$ cat src/rtl/tdm_demux.sv
// rtl/tdm_demux.sv - receive-side TDM demultiplexer with frame lock and good-frame counter
module tdm_demux #(
    parameter int NUM_CH = 4,
    parameter int DATA_W = 1,
    parameter int CNT_W  = 8
) (
    input  logic                     clk,
    input  logic                     rst,
    input  logic [DATA_W-1:0]        din,
    input  logic                     din_valid,
    input  logic                     sync,
    output logic [NUM_CH*DATA_W-1:0] dout,
    output logic                     frame_valid,
    output logic                     frame_err,
    output logic                     locked,
    output logic [CNT_W-1:0]         frame_cnt
);

    localparam int IDX_W = (NUM_CH > 1) ? $clog2(NUM_CH) : 1;
    localparam logic [IDX_W-1:0] LAST_IDX = IDX_W'(NUM_CH - 1);

    typedef enum logic {
        HUNT = 1'b0,
        RUN  = 1'b1
    } state_t;

    state_t                          state_q, state_d;
    logic [IDX_W-1:0]                idx_q, idx_d;
    // Only slots 0..NUM_CH-2 are buffered; the last slot goes straight from din to dout.
    logic [NUM_CH-2:0][DATA_W-1:0]   shadow_q, shadow_d;
    logic [NUM_CH*DATA_W-1:0]        dout_d;
    logic                            frame_valid_d;
    logic                            frame_err_d;
    logic                            locked_d;
    logic [CNT_W-1:0]                frame_cnt_d;

    // Register all state and outputs; reset discards any partial frame without pulsing.
    always_ff @(posedge clk) begin
        if (rst) begin
            state_q     <= HUNT;
            idx_q       <= '0;
            shadow_q    <= '0;
            dout        <= '0;
            frame_valid <= 1'b0;
            frame_err   <= 1'b0;
            locked      <= 1'b0;
            frame_cnt   <= '0;
        end else begin
            state_q     <= state_d;
            idx_q       <= idx_d;
            shadow_q    <= shadow_d;
            dout        <= dout_d;
            frame_valid <= frame_valid_d;
            frame_err   <= frame_err_d;
            locked      <= locked_d;
            frame_cnt   <= frame_cnt_d;
        end
    end

    // Framing decisions: slot steering, error detection and atomic frame publication.
    always_comb begin
        state_d       = state_q;
        idx_d         = idx_q;
        shadow_d      = shadow_q;
        dout_d        = dout;
        frame_valid_d = 1'b0;
        frame_err_d   = 1'b0;
        locked_d      = locked;
        frame_cnt_d   = frame_cnt;

        if (din_valid) begin
            case (state_q)
                HUNT: begin
                    // Samples before the first sync carry no framing information; drop quietly.
                    if (sync) begin
                        shadow_d[0] = din;
                        idx_d       = IDX_W'(1);
                        state_d     = RUN;
                    end
                end

                RUN: begin
                    if (idx_q == '0) begin
                        if (sync) begin
                            shadow_d[0] = din;
                            idx_d       = IDX_W'(1);
                        end else begin
                            // Expected a frame boundary but none arrived: lose lock and re-hunt.
                            frame_err_d = 1'b1;
                            locked_d    = 1'b0;
                            idx_d       = '0;
                            state_d     = HUNT;
                        end
                    end else if (sync) begin
                        // Early sync: abandon the partial frame and treat this sample as slot 0.
                        frame_err_d = 1'b1;
                        locked_d    = 1'b0;
                        shadow_d[0] = din;
                        idx_d       = IDX_W'(1);
                    end else if (idx_q == LAST_IDX) begin
                        // Final slot: publish the whole frame in one edge.
                        dout_d        = {din, shadow_q};
                        frame_valid_d = 1'b1;
                        locked_d      = 1'b1;
                        frame_cnt_d   = frame_cnt + CNT_W'(1);
                        idx_d         = '0;
                    end else begin
                        for (int k = 1; k < NUM_CH - 1; k++) begin
                            if (idx_q == IDX_W'(k)) begin
                                shadow_d[k] = din;
                            end
                        end
                        idx_d = idx_q + IDX_W'(1);
                    end
                end

                default: begin
                    state_d = HUNT;
                    idx_d   = '0;
                end
            endcase
        end
    end

endmodule

$ cat config.mk
export PLATFORM = sky130hd
export DESIGN_NAME = tdm_demux
export DESIGN_NICKNAME = d
export VERILOG_FILES = /design/src/rtl/tdm_demux.sv
export SDC_FILE = /design/constraint.sdc
export NUM_CORES = 1
export LEC_CHECK = 0
export ABC_CLOCK_PERIOD_IN_PS = 2800
export CORE_MARGIN = 4
export CORE_UTILIZATION = 54
export CTS_CLUSTER_SIZE = 24
export DETAILED_ROUTE_END_ITERATION = 8
export PLACE_DENSITY = 0.82
export SLEW_MARGIN = 0
export SYNTH_ARGS = -nofsm -noshare
export SYNTH_HDL_FRONTEND = slang
export SYNTH_SLANG_ARGS = --single-unit
$ cat constraint.sdc
create_clock -name clk -period 2.8 [get_ports clk]
set_clock_uncertainty 0.1 [all_clocks]
set_input_delay 0.42 -clock clk [delete_from_list [all_inputs] [get_ports clk]]
set_output_delay 0.42 -clock clk [all_outputs]
set_load 0.01 [all_outputs]
==> impl_metrics.toml <==
[route]
viasPerCell = 5.94
ant_nets = 0
drt_wl_total_um = 2140
vias = 945
first_iter_violations = 15
wl_per_cell_um = 13.5
drc = 0
firstDrtPassIters = 4

[min_path]
hold_end = "dout[2]"
min-delay-start = "shadow_q[2]"
min_path_type = "flip-flop to flip-flop"
hold_depth = 2

[yosys]
synth_area_um2 = 1050
yosysWarnings = 0
synth_edf_count = 0
synth_area_leaders = "dfxtp_1 (40%), ha_1 (7.1%), a21oi_1 (6.7%)"
synth.top_cell.area_share = 0.400
synth_seq_area_share = 0.400
synthAdderAreaFrac = 0.0713
syn_area_per_cell_um2 = 8.99
ys_seq_elements = 21
synthMuxAreaShare = 0.0297
synth_top_cell_by_area = "dfxtp_1"
async_reset_ff_frac = 0
synthCells = 117
synth_top_family_by_area = "simple AND/OR/NAND/NOR gates"
ys.flop_type = "dfxtp_1"
synthDistinctLibCells = 33
synth_compound_area_frac = 0.171
synth_nets = 128
yosys.area_share.xor_xnor = 0.00832
synthSimpleGateAreaFrac = 0.252

[timing]
setup_viol = 0
drv_slew = 0
final_hold_viol_count = 0
fin_setup_tns_ns = 0
rsz0062_at_grt = "no"
period_share = 0.726
max_freq_mhz = 492
slew_headroom = 0.681
min_period_ns = 2.03
tightest_slew_ns = 0.477

[power_and_ir_drop]
p_per_area_nw_per_um2 = 392
peakVddDrop_mv = 0.301
leakage_nw = 0.443

[layout]
syn2layout_area_growth_pct = 19.7
n_antenna_cell = 0
finalNonFillerCells = 159
multiInputGateArea_um2 = 561
fillers = 147
layout-drive-gt1-share = 0.0746
final_nets = 146
seq_area_um2 = 420

[clocking]
post_cts_resized = 0
cts_buffers = 3
cts_buffer_depth = 2
clkTransAtPathRegs_ns = 0.12
cts_tree = "built"
worstSkewPairLatency_ns = 0.30
cts-htree-levels = 1
cts-hold-fix-buffers = 0
cts_setup_buffers = 0
clockRootBuffer = "clkbuf_4"
cts.sinks = 21

[critical_path]
regToRegSetupSlack_ns = 0.82
timing.rr.end = "frame_cnt[4]"
max_stage_delay_ns = 0.58
crit_family = "simple AND/OR/NAND/NOR gates"
worstPathMaxFanout = 12
crit_arrival_ns = 2.17
path_buf_inv = 1
r2r_start = "idx_q[0]"
path_cells = "clkdlybuf4s50_1, nand3b_1, or4_1, a21oi_1"
crit_required_ns = 2.94
critPathCaptureType = "flip-flop"
worstRegToRegCells = 5
critPathKind = "primary input to flip-flop"
critPathLaunchType = "primary input"
cpMaxStageDelayCell = "or4_1"

[floorplanning]
ioPinCount = 20
core-area_um2 = 1780
die_w_um = 52.1
die_area_um2 = 2720
placementRows = 15
initial_core_util = 0.590
die_h_um = 52.1

[global_route]
antenna_found_initial = 0
grt_first_pass_wirelength_um = 3680
first_global_vias = 856
grt_max_degree = 14
overflow = 0
gr-usage-all-layers = 0.177

[place]
portBuffers = 19
gp_congestion = 0.789
place_inst = 155
dpl.hpwl_um = 1580

[flow_run]
cap_viol_max_count = 0

[status]
status = "complete, no violations"
-- cell usage after synthesis (2+ instances only) --
master	n
nor3_1	2
a21oi_1	14
buf_6	2
dfxtp_1	21
inv_1	4
nand3_1	11
nor2b_1	3
mux2i_1	2
o21ai_0	7
buf_4	2
nand2_1	7
nand3b_1	2
nand2b_1	4
nor2_1	2
ha_1	6
o31ai_1	5
buf_2	3
or4_1	5
-- per-layer routing --
metal | wire length (µm) | share of wire | track usage | vias to the layer above
met1 | 901 | 0.42 | 0.223 | 430
met2 | 1060 | 0.49 | 0.312 | 40
met4 | 32 | 0.015 | 0.0511 | 0
met5 | 0 | 0 | 0 | -
met3 | 151 | 0.070 | 0.0258 | 7
li1 | - | - | - | 468
-- area by class of cell --
type                       count  share of cell area
clock buffer                   3              0.0179
tap                           25              0.0248
inverter                       4              0.0119
timing repair buffer          21               0.163
clock inverter                 1             0.00397
multi-input combinational     84               0.445
sequential                    21               0.334
-- worst max path at each step --
| stage | endpoint | cells past startpoint | slack [ns] | start |
|---|---|---|---|---|
| 2_1_floorplan | frame_cnt[3] | 6 | 1.08 | idx_q[0] |
| 3_3_place_gp | frame_cnt[3] | 4 | 0.55 | sync |
| 3_5_place_dp | frame_cnt[4] | 4 | 0.46 | sync |
| 4_1_cts | frame_cnt[4] | 4 | 0.79 | sync |
| 5_1_grt | frame_cnt[3] | 4 | 0.65 | sync |
| 6_report | frame_cnt[4] | 4 | 0.77 | sync |
-- state kept, by name, summed over array words and instances, names as in the netlist --
name,cells
locked,1
frame_err,1
frame_valid,1
idx_q,2
dout,4
frame_cnt,8
state_q,1
shadow_q,3
-- tightest hold or removal path, cell delays in order, from the launching register on --
cell	delay (ns)
dfxtp_1	0.33
nand3_1	0.06
a21oi_1	0.05
-- cells in the final DEF, fill, tap and decap left out, drive strengths merged --
cell type,Yosys,layout
mux2i,2,2
and2,1,1
nor2,2,2
dfxtp,21,21
nand4,1,1
clkinv,0,1
o32ai,1,1
a21oi,14,14
ha,6,6
mux2,1,1
clkdlybuf4s50,0,19
o21a,1,1
clkbuf,1,3
nor2b,3,3
and3b,1,1
o21ai,7,7
or3,2,2
inv,4,4
xnor2,1,1
nand3b,2,2
a31oi,1,1
nand4b,2,2
o22ai,1,1
buf,7,2
a311oi,1,1
or4,5,5
nand3,11,11
o31ai,5,5
nand2,7,7
nor3,2,2
nand2b,4,4
-- kinds of logic (layout without fill, tap and decap cells) --
group                    count (synthesis)  after routing
AO/OA/AOI/OAI                           31             31
AND/OR/NAND/NOR                         43             43
buffers and inverters                   12             29
XOR/XNOR                                 1              1
flip-flops                              21             21
adder cells (fa/ha/maj)                  6              6
multiplexers                             3              3
-- power by group --
part / total, W / switching (W) / leakage, nW / internal, W
Combinational: 0.0000428 / 0.0000235 / 0.256 / 0.0000193
Sequential: 0.000306 / 0.00000451 / 0.170 / 0.000302
Clock: 0.000145 / 0.0000917 / 0.0177 / 0.0000533
-- through the flow --
step / util / worst slack (ns) / cell area [µm²] / hold slack (ns) / total power (W)
after floorplan: - / 1.08 / 1050 / 0.336 / 0.000345
after global placement: 0.691 / 0.551 / 1230 / 0.347 / 0.000353
after detailed placement: 0.691 / 0.462 / 1230 / 0.349 / 0.000355
after CTS: 0.707 / 0.789 / 1260 / 0.376 / 0.000496
after global routing: 0.707 / 0.652 / 1260 / 0.397 / 0.000512
final: 0.707 / 0.766 / 1260 / 0.373 / 0.000494
Note: power is estimated with default switching activity, not from simulation.
